`src/rtl/dsp48_mult_pkg.sv`:
```
`timescale 1ns/1ps
`default_nettype none
// ============================================================================
// Package     : dsp48_mult_pkg
// Description : Shared types and helpers for dsp48_mult_scaled. Contains the
//               product-width helper and the shift/round/saturate function.
//               The function works on a wide fixed container. The caller
//               passes its own widths and uses only the low DOUT_WIDTH bits.
// Config      : DSP48_MULT_ROUND_EN - when defined, round half up before the
//               right shift. Otherwise the shift truncates toward -inf.
// Revision    : 1.0 - initial release
// ============================================================================
package dsp48_mult_pkg;

   // Container width for products and results. PROD_WIDTH and DOUT_WIDTH
   // must stay below this value.
   localparam int MAX_W  = 128;
   // Two guard bits. They hold the sign of a signed product and the carry
   // out of the rounding add.
   localparam int CALC_W = MAX_W + 2;

   typedef struct packed {
      logic             sat;
      logic [MAX_W-1:0] value;
   } sat_res_t;

   function automatic int prod_width(input int w1, input int w2);
      return w1 + w2;
   endfunction

   // product: raw PROD_WIDTH-bit product, zero-extended into the container.
   // mode   : 1 = two's complement, 0 = unsigned.
   function automatic sat_res_t sat_shift(
      input logic [MAX_W-1:0] product,
      input logic             mode,
      input int               prod_w,
      input int               dout_w,
      input int               shift
   );
      logic signed [CALC_W-1:0] ext;
      logic signed [CALC_W-1:0] shifted;
      logic signed [CALC_W-1:0] hi;
      logic signed [CALC_W-1:0] lo;
      logic signed [CALC_W-1:0] one;
      sat_res_t                 res;

      one = 1;
      ext = {2'b00, product};
      // Sign-extend from bit prod_w-1. Shift the sign bit to the top, then
      // bring it back down with an arithmetic shift.
      if (mode) begin
         ext = (ext << (CALC_W - prod_w)) >>> (CALC_W - prod_w);
      end
`ifdef DSP48_MULT_ROUND_EN
      if (shift > 0) begin
         ext = ext + (one <<< (shift - 1));
      end
`endif
      // An unsigned value is non-negative in the container, so one
      // arithmetic shift serves both modes.
      shifted = ext >>> shift;

      if (mode) begin
         hi = (one <<< (dout_w - 1)) - one;
         lo = -(one <<< (dout_w - 1));
      end else begin
         hi = (one <<< dout_w) - one;
         lo = '0;
      end

      if (shifted > hi) begin
         res.sat   = 1'b1;
         res.value = hi[MAX_W-1:0];
      end else if (shifted < lo) begin
         res.sat   = 1'b1;
         res.value = lo[MAX_W-1:0];
      end else begin
         res.sat   = 1'b0;
         res.value = shifted[MAX_W-1:0];
      end
      return res;
   endfunction

endpackage
`default_nettype wire

```
`src/rtl/pipe_delay.sv`:
```
`timescale 1ns/1ps
`default_nettype none
// ============================================================================
// Module      : pipe_delay
// Description : Fixed-depth shift register with asynchronous active-low
//               reset. dout is din delayed by DEPTH clock cycles.
// Ports       : clk   - clock, rising edge
//               rst_n - asynchronous active-low reset; clears every stage
//               din   - WIDTH-bit input
//               dout  - WIDTH-bit output after DEPTH stages
// Parameters  : WIDTH (>=1), DEPTH (>=1)
// Revision    : 1.0 - initial release
// ============================================================================
module pipe_delay #(
   parameter int WIDTH = 1,
   parameter int DEPTH = 1
) (
   input  logic             clk,
   input  logic             rst_n,
   input  logic [WIDTH-1:0] din,
   output logic [WIDTH-1:0] dout
);

   logic [WIDTH-1:0] stage_d [DEPTH];
   logic [WIDTH-1:0] stage_q [DEPTH];

   always_comb begin
      stage_d[0] = din;
      for (int i = 1; i < DEPTH; i++) begin
         stage_d[i] = stage_q[i-1];
      end
   end

   always_ff @(posedge clk or negedge rst_n) begin
      if (!rst_n) begin
         for (int i = 0; i < DEPTH; i++) begin
            stage_q[i] <= '0;
         end
      end else begin
         for (int i = 0; i < DEPTH; i++) begin
            stage_q[i] <= stage_d[i];
         end
      end
   end

   assign dout = stage_q[DEPTH-1];

endmodule
`default_nettype wire

```
`src/rtl/dsp48_mult_scaled.sv`:
```
`timescale 1ns/1ps
`default_nettype none
// ============================================================================
// Module      : dsp48_mult_scaled
// Description : Pipelined signed/unsigned multiplier. The product is shifted
//               right by a fixed SHIFT, then saturated to DOUT_WIDTH. A flag
//               marks every clamped result.
//               Latency is IN_REGS + 1 + OUT_REGS cycles. It accepts one
//               sample per cycle and has no backpressure.
// Config      : DSP48_MULT_ROUND_EN - round half up before shifting.
// Ports       : clk        - clock, rising edge
//               rst_n      - asynchronous active-low reset
//               din1/din2  - operands
//               din_signed - 1 = two's complement, 0 = unsigned (per sample)
//               din_valid  - operands valid
//               dout       - scaled, saturated product
//               dout_valid - dout valid
//               dout_sat   - dout was clamped
// Limits      : IN_REGS >= 1, OUT_REGS >= 1, 0 <= SHIFT < PROD_WIDTH,
//               PROD_WIDTH and DOUT_WIDTH below dsp48_mult_pkg::MAX_W
// Revision    : 1.0 - initial release
// ============================================================================
module dsp48_mult_scaled
   import dsp48_mult_pkg::*;
#(
   parameter int DIN1_WIDTH = 16,
   parameter int DIN2_WIDTH = 16,
   parameter int DOUT_WIDTH = 32,
   parameter int SHIFT      = 0,
   parameter int IN_REGS    = 2,
   parameter int OUT_REGS   = 1
) (
   input  logic                  clk,
   input  logic                  rst_n,
   input  logic [DIN1_WIDTH-1:0] din1,
   input  logic [DIN2_WIDTH-1:0] din2,
   input  logic                  din_signed,
   input  logic                  din_valid,
   output logic [DOUT_WIDTH-1:0] dout,
   output logic                  dout_valid,
   output logic                  dout_sat
);

   localparam int PROD_WIDTH = prod_width(DIN1_WIDTH, DIN2_WIDTH);
   localparam int LATENCY    = IN_REGS + 1 + OUT_REGS;
   localparam int OP_W       = 1 + DIN1_WIDTH + DIN2_WIDTH;

   // ---------------------------------------------------------------- input
   // Invalid cycles load zeros, so the pipe stays clean and unused slots
   // carry a zero product with mode 0.
   logic [OP_W-1:0]       w_op_in;
   logic [OP_W-1:0]       w_op_out;
   logic                  w_mode;
   logic [DIN1_WIDTH-1:0] w_a;
   logic [DIN2_WIDTH-1:0] w_b;

   always_comb begin
      w_op_in = din_valid ? {din_signed, din1, din2} : '0;
   end

   pipe_delay #(
      .WIDTH (OP_W),
      .DEPTH (IN_REGS)
   ) u_in_pipe (
      .clk   (clk),
      .rst_n (rst_n),
      .din   (w_op_in),
      .dout  (w_op_out)
   );

   assign {w_mode, w_a, w_b} = w_op_out;

   // -------------------------------------------------------------- product
   // The operands get one extra bit: a copy of the sign bit in signed mode,
   // or a zero in unsigned mode. One signed multiply then serves both
   // modes. The low PROD_WIDTH bits are exact in either case.
   logic signed [DIN1_WIDTH:0]   w_a_ext;
   logic signed [DIN2_WIDTH:0]   w_b_ext;
   logic signed [PROD_WIDTH-1:0] w_a_sx;
   logic signed [PROD_WIDTH-1:0] w_b_sx;
   logic [PROD_WIDTH-1:0]        product_d;
   logic [PROD_WIDTH-1:0]        product_q;
   logic                         mode_d;
   logic                         mode_q;

   always_comb begin
      w_a_ext   = {w_mode & w_a[DIN1_WIDTH-1], w_a};
      w_b_ext   = {w_mode & w_b[DIN2_WIDTH-1], w_b};
      w_a_sx    = PROD_WIDTH'(w_a_ext);
      w_b_sx    = PROD_WIDTH'(w_b_ext);
      product_d = w_a_sx * w_b_sx;
      mode_d    = w_mode;
   end

   always_ff @(posedge clk or negedge rst_n) begin
      if (!rst_n) begin
         product_q <= '0;
         mode_q    <= 1'b0;
      end else begin
         product_q <= product_d;
         mode_q    <= mode_d;
      end
   end

   // ------------------------------------------------- scale and saturate
   sat_res_t              w_res;
   logic [DOUT_WIDTH-1:0] w_scaled;
   logic                  w_sat;
   logic                  w_unused_hi;

   always_comb begin
      w_res       = sat_shift(MAX_W'(product_q), mode_q, PROD_WIDTH,
                              DOUT_WIDTH, SHIFT);
      w_scaled    = w_res.value[DOUT_WIDTH-1:0];
      w_sat       = w_res.sat;
      // The container bits above DOUT_WIDTH are sign or zero copies after
      // saturation. Nothing reads them.
      w_unused_hi = ^w_res.value[MAX_W-1:DOUT_WIDTH];
   end

   pipe_delay #(
      .WIDTH (DOUT_WIDTH + 1),
      .DEPTH (OUT_REGS)
   ) u_out_pipe (
      .clk   (clk),
      .rst_n (rst_n),
      .din   ({w_sat, w_scaled}),
      .dout  ({dout_sat, dout})
   );

   // ----------------------------------------------------------- valid line
   pipe_delay #(
      .WIDTH (1),
      .DEPTH (LATENCY)
   ) u_valid_pipe (
      .clk   (clk),
      .rst_n (rst_n),
      .din   (din_valid),
      .dout  (dout_valid)
   );

endmodule
`default_nettype wire

```
`config.mk`:
```
export PLATFORM = sky130hd
export DESIGN_NAME = dsp48_mult_scaled
export DESIGN_NICKNAME = d
export VERILOG_FILES = /design/src/rtl/dsp48_mult_pkg.sv /design/src/rtl/pipe_delay.sv /design/src/rtl/dsp48_mult_scaled.sv
export SDC_FILE = /design/constraint.sdc
export NUM_CORES = 1
export LEC_CHECK = 0
export CAP_MARGIN = 25
export CORE_MARGIN = 1
export CORE_UTILIZATION = 40
export DETAILED_ROUTE_END_ITERATION = 10
export PLACE_DENSITY = 0.6
export SLEW_MARGIN = 10
export SYNTH_ARGS = -nofsm -noshare
export SYNTH_HDL_FRONTEND = slang
export SYNTH_SLANG_ARGS = --single-unit
export TNS_END_PERCENT = 50
```
`constraint.sdc`:
```
create_clock -name clk -period 7.45 [get_ports clk]
set_input_delay 0.745 -clock clk [delete_from_list [all_inputs] [get_ports clk]]
set_output_delay 0.745 -clock clk [all_outputs]
set_load 0.1 [all_outputs]
```
==> flow_summary.ini, run 1 <==
[sta]
rsz0062_at_grt = no
drv_slew = 0
fmax_mhz = 146
fin_ws_ns = 0.605
setup_viol = 0
min_period_over_period_pct = 91.9
worstMarginPinSlew_ns = 1.04
min_period_ns = 6.85
max_slew_margin_pct = 30.5
finalSetupTns_ns = 0
hold_viol_final = 0
clock_skew_ns = 0.0183

[synthesis]
synth.avg_cell_area_um2 = 10.3
yosysSeqAreaShare_pct = 23.6
synthCells = 1390
ys_top_cells_by_area = fa_1 (39%), dfrtp_1 (24%), inv_1 (8.7%)
ys_ff_latch = 135
async_reset_ff_share_pct = 100
synth.distinct_cells = 46
yosysWarningCount = 0
synth_nets = 1790
synth-main-ff-cell = dfrtp_1
syn_area_mm2 = 0.0143
synth-edff-count = 0
synth_top_area_share_pct = 39.4
yosysTopAreaCell = fa_1

[global_routing]
grt_start_max_net_pins = 71
grt_overflow = 0
grt_pass1_wl_um = 52100
antenna_found_initial = 0
grt_pass1_vias = 10100
grt_use_total_pct = 18.9

[place]
pre_cts_slack_ns = 0.595
dpl.hpwl_um = 24400
place.gp.congestion = 0.881
placement.io_buffers = 69

[cells_and_area]
final_common_cell = inv_1
antenna_cells = 0
layout_common_cells = inv_1 (331), fa_1 (282), and2_1 (161), nand2_1 (143), dfrtp_1 (135)
fin_util_pct = 46.0
final_layout_size_suffix_gt1_share_pct = 4.40
nets = 1818
area_growth_pct = 12.0

[setup_path]
cp.required_ns = 7.79
endpoint_kind = flop
crit_type = flop to flop
arrival_ns = 7.18
crit_path_max_fanout = 18
cp-start-kind = flop

[floorplanning]
die_h_um = 191
pin_count = 70
dieArea_mm2 = 0.0366
initial_core_util_pct = 41.1
chipWidth_um = 191
coreArea_mm2 = 0.0349
rows = 68

[clock_tree]
cts_buffer_depth = 2
insertion_delay_ns = 0.45
root_buffer = clkbuf_16
cts.sinks = 135
h-tree-depth = 4
ctsHoldBuffers = 0
cts_resized = 0
clk_pin_slew_ns = 0.07
cts_buffers = 17
cts_tree = yes
post_cts_buffers = 0

[power_and_ir_drop]
p_per_area_mw_per_mm2 = 221
peakVddDrop_uv = 227
clockPowerShare_pct = 25.0
p_int_mw = 1.95
switching_share_pct = 45.0
p_switching_mw = 1.60
seqPwrFrac_pct = 27.4
p_comb_share_pct = 47.6
leakage_nw = 8.21

[outcome]
status = finished, final reports clean

[min_path]
min_path_type = input port to async pin

[flow_run]
maxCapViolCount = 0

[routing]
postRouteAntennaNets = 0
drc = 0
wl_per_cell_um = 16.1
first_pass_iters = 5
drtIter0Drc = 604
vias = 8942
via_per_inst = 4.74
drt_wl_total_um = 30400
-- power groups by stage --
stage	Sequential (mW)	Combinational (mW)	Clock [mW]
global placement	0.987	1.69	0
CTS	0.975	1.72	0.921
finish	0.972	1.69	0.889
global route	0.994	1.87	0.953
floorplan	1.46	0.848	0
detailed placement	0.988	1.71	0
-- registers in the layout (all words and copies together), names as in the netlist --
register              flops
u_in_pipe.dout           33
u_in_pipe.stage_d        33
u_out_pipe.dout          33
product_q                32
u_valid_pipe.stage_d      3
u_valid_pipe.dout         1
-- cells by family (layout without fill, tap and decap cells) --
family / count (synthesis) / count (layout) / synth area share (%)
and+or+nand+nor: 370 / 370 / 13.3
buffers and inverters: 408 / 449 / 10.7
DFF: 135 / 135 / 23.6
adders and majority gates: 364 / 364 / 46.6
AOI/OAI and AO/OA: 71 / 71 / 3.29
muxes: 1 / 1 / 0.0786
other: 1 / 1 / 0.0262
xor gates and xnor gates: 40 / 40 / 2.44
-- per-layer routing --
| metal | routed length, µm | vias to the layer above | track usage, % |
|---|---|---|---|
| met1 | 13200 | 4602 | 24.6 |
| met5 | 0 | - | 0 |
| met2 | 15000 | 209 | 31.4 |
| met4 | 933 | 0 | 7.23 |
| li1 | - | 4069 | - |
| met3 | 1290 | 62 | 3.32 |
-- cell type report --
cell class / instances / area, µm²
fill: 3296 / 18800
sequential: 135 / 3380
inverter: 331 / 1240
tap: 455 / 569
timing repair buffer: 86 / 820
clock inverter: 14 / 179
clock buffer: 18 / 439
multi-input combinational: 847 / 9420
-- Yosys cell counts, types with 2 or more instances --
cell      number
xnor2_1       35
nand3_1        8
clkbuf_1      74
or4_1          2
nor2b_1        3
and2_1       161
o21ai_0        8
nor2_1        20
xor2_1         5
o21bai_1       4
o31ai_1        2
ha_1          82
nor3_1         2
or2_2         10
dfrtp_1      135
a211oi_1       4
nand4_1        4
nand2b_1       2
a21oi_1       24
o31a_1         3
nand2_1      143
o21a_1         7
a21o_1         7
fa_1         282
inv_1        331
o211ai_1       2
a31oi_1        3
and3_1         8
or3_1          2
-- per-stage QoR --
stage	instances	hold WS [ns]	cell area, µm²	power, mW
after global placement	1854	0.331	15400	2.68
after detailed placement	1854	0.335	15400	2.70
final	1886	0.269	16000	3.55
after floorplan	1390	0.331	14300	2.31
after global routing	1886	0.318	16000	3.82
after CTS	1886	0.294	16000	3.62
-- path summary, 6_finish.rpt --
| path | start | to | slack [ns] | depth (start not counted) |
|---|---|---|---|---|
| min | rst_n | u_in_pipe.stage_d[1]$_DFF_PN0_ | 0.27 | 1 |
| min reg2reg | product_q[15]$_DFF_PN0_ | u_out_pipe.dout[15]$_DFF_PN0_ | 0.34 | 0 |
| max | u_in_pipe.dout[15]$_DFF_PN0_ | product_q[31]$_DFF_PN0_ | 0.60 | 19 |
| max reg2reg | u_in_pipe.dout[15]$_DFF_PN0_ | product_q[31]$_DFF_PN0_ | 0.60 | 19 |
| max in group asynchronous | rst_n | product_q[21]$_DFF_PN0_ | 5.86 | 2 |
| min in group clk | product_q[15]$_DFF_PN0_ | u_out_pipe.dout[15]$_DFF_PN0_ | 0.34 | 0 |
-- worst max-delay path, stage by stage, from the launching register on --
cell,delay [ns]
dfrtp_1,0.70
nand2_1,0.13
buf_4,0.23
nor2_1,0.16
fa_1,0.45
fa_1,0.52
fa_1,0.55
fa_1,0.53
fa_1,0.54
inv_1,0.05
fa_1,0.54
inv_1,0.05
ha_1,0.39
nand4_1,0.16
or4_1,0.55
o21a_1,0.29
o21a_1,0.27
o311ai_1,0.35
a21oi_1,0.14
xnor2_1,0.13
(Power assumes the default switching activity.)
==> inputs of run 2 (changes only) <==
- GPL_TIMING_DRIVEN: default -> 0
- PLACE_DENSITY: 0.6 -> 0.56
==> flow_summary.ini, run 2 (synthesis gave the netlist of run 1 again) <==
[global_routing]
grt_use_total_pct = 19.6
grt_overflow = 0
grt_pass1_wl_um = 53400
grt_start_max_net_pins = 91
antenna_found_initial = 0
grt_pass1_vias = 10100

[outcome]
status = finished, final reports clean

[routing]
via_per_inst = 4.69
drtIter0Drc = 345
drc = 0
first_pass_iters = 5
postRouteAntennaNets = 0
vias = 9119
wl_per_cell_um = 16.5
drt_wl_total_um = 32000

[setup_path]
arrival_ns = 7.45
endpoint_kind = flop
cp-start-kind = flop
cp-startpoint = u_in_pipe.dout[32]$_DFF_PN0_
cp.required_ns = 7.77
regToRegStartpoint = u_in_pipe.dout[32]$_DFF_PN0_
crit_path_max_fanout = 10
crit_type = flop to flop

[cells_and_area]
fillCellCount = 3303
area_growth_pct = 13.4
final_common_cell = inv_1
final_layout_size_suffix_gt1_share_pct = 4.23
fin_area_mm2 = 0.0162
antenna_cells = 0
layout_common_cells = inv_1 (331), fa_1 (282), and2_1 (161), nand2_1 (143), dfrtp_1 (135)
nets = 1876

[floorplanning]
coreArea_mm2 = 0.0349
rows = 68
die_h_um = 191
dieArea_mm2 = 0.0366
pin_count = 70
chipWidth_um = 191
initial_core_util_pct = 41.1

[sta]
rsz0062_at_grt = no
setup_viol = 0
finalSetupTns_ns = 0
min_period_ns = 7.13
drv_slew = 0
whs_ns = 0.217
min_period_over_period_pct = 95.7
hold_viol_final = 0
worstMarginPinSlew_ns = 1.01
clock_skew_ns = 0.0166
max_slew_margin_pct = 32.4
fmax_mhz = 140

[place]
placed_area_mm2 = 0.0156
dpl.hpwl_um = 25900
place.gp.congestion = 0.876
placement.io_buffers = 69

[power_and_ir_drop]
peakVddDrop_uv = 299
p_comb_share_pct = 48.9
seqPwrFrac_pct = 26.6
p_switching_mw = 1.60
switching_share_pct = 44.6
clockPowerShare_pct = 24.6
p_per_area_mw_per_mm2 = 221
leakage_nw = 8.28
p_int_mw = 1.99

[clock_tree]
post_cts_buffers = 0
insertion_delay_ns = 0.45
cts_buffer_depth = 2
cts_buffers = 17
h-tree-depth = 4
cts.sinks = 135
root_buffer = clkbuf_16
clk_pin_slew_ns = 0.06
cts_tree = yes
ctsHoldBuffers = 0

[flow_run]
maxCapViolCount = 0

[min_path]
min_path_type = input port to async pin
## run 2: changes by cell type in the layout (fill, tap and decap cells not counted)
| cell | change |
|---|---|
| buf_16 | +1 |
| buf_2 | +1 |
| buf_4 | -16 |
| clkbuf_1 | +58 |
| clkbuf_2 | +15 |
| clkbuf_8 | +1 |
| clkinv_4 | -1 |
| clkinv_8 | -1 |
| clkinvlp_4 | -1 |
| inv_6 | +2 |
| inv_8 | -1 |
| nor4_2 | -1 |
| nor4_4 | +1 |
## run 2: through the flow
stage	cells	setup slack [ns]	power, mW	util [%]
5_1_grt	1944	0.0140	3.87	46.6
2_1_floorplan	1390	1.17	2.31	-
6_report	1944	0.321	3.60	46.6
3_5_place_dp	1915	-0.00843	2.74	44.8
4_1_cts	1947	0.0416	3.65	46.5
3_3_place_gp	1914	0.00112	2.73	44.7
## run 2: repair_timing
item | CTS | global route
endpoints found under the setup margin | 1 | 5
endpoints found under the hold margin | 0 | 0
gates resized for setup | 2 | 26
## run 2: final cells by class
class	count	area (µm²)	share of cell area, %
tap	455	569	3.50
inverter	331	1240	7.65
clock inverter	12	153	0.940
multi-input combinational	847	9420	58.0
timing repair buffer	70	719	4.43
buffer	74	302	1.86
clock buffer	20	457	2.81
sequential	135	3380	20.8
## run 2: worst paths after layout
path                                                          end  slack (ns)  cells past startpoint
worst max-delay path                      product_q[31]$_DFF_PN0_        0.32                     20
worst min-delay path            u_valid_pipe.stage_d[1]$_DFF_PN0_        0.22                      1
worst max register to register            product_q[31]$_DFF_PN0_        0.32                     20
worst min register to register       u_in_pipe.dout[18]$_DFF_PN0_        0.33                      0
max in group asynchronous           u_out_pipe.dout[25]$_DFF_PN0_        6.43                      2
min in group clk                     u_in_pipe.dout[18]$_DFF_PN0_        0.33                      0
## run 2: per-layer routing
metal / wire [µm] / GRT usage [%] / vias to the layer above / part of all wire, %
met5: 0 / 0 / - / 0
met4: 628 / 5.80 / 0 / 2.0
met3: 1790 / 3.87 / 32 / 5.6
met2: 15500 / 32.1 / 212 / 48
met1: 14100 / 26.2 / 4692 / 44
li1: - / - / 4183 / -
## run 2: power groups by stage
stage	sequential (mW)	combinational [mW]	clock, mW
6_report	0.955	1.76	0.883
3_3_place_gp	0.968	1.76	0
4_1_cts	0.954	1.78	0.909
2_1_floorplan	1.46	0.848	0
3_5_place_dp	0.967	1.77	0
5_1_grt	0.970	1.95	0.942
## run 2: critical path: stages (launching register included)
cell and delay [ns]:
dfrtp_1 0.41, clkbuf_2 0.23, nand2_1 0.26, clkbuf_2 0.31, nor2_1 0.10, fa_1 0.53, fa_1 0.52, fa_1 0.55
fa_1 0.53, fa_1 0.54, inv_1 0.05, fa_1 0.53, inv_1 0.05, ha_1 0.39, nand4_1 0.19, or4_1 0.55
o21a_1 0.30, o21a_1 0.30, o311ai_1 0.37, a21oi_1 0.13, xnor2_1 0.14
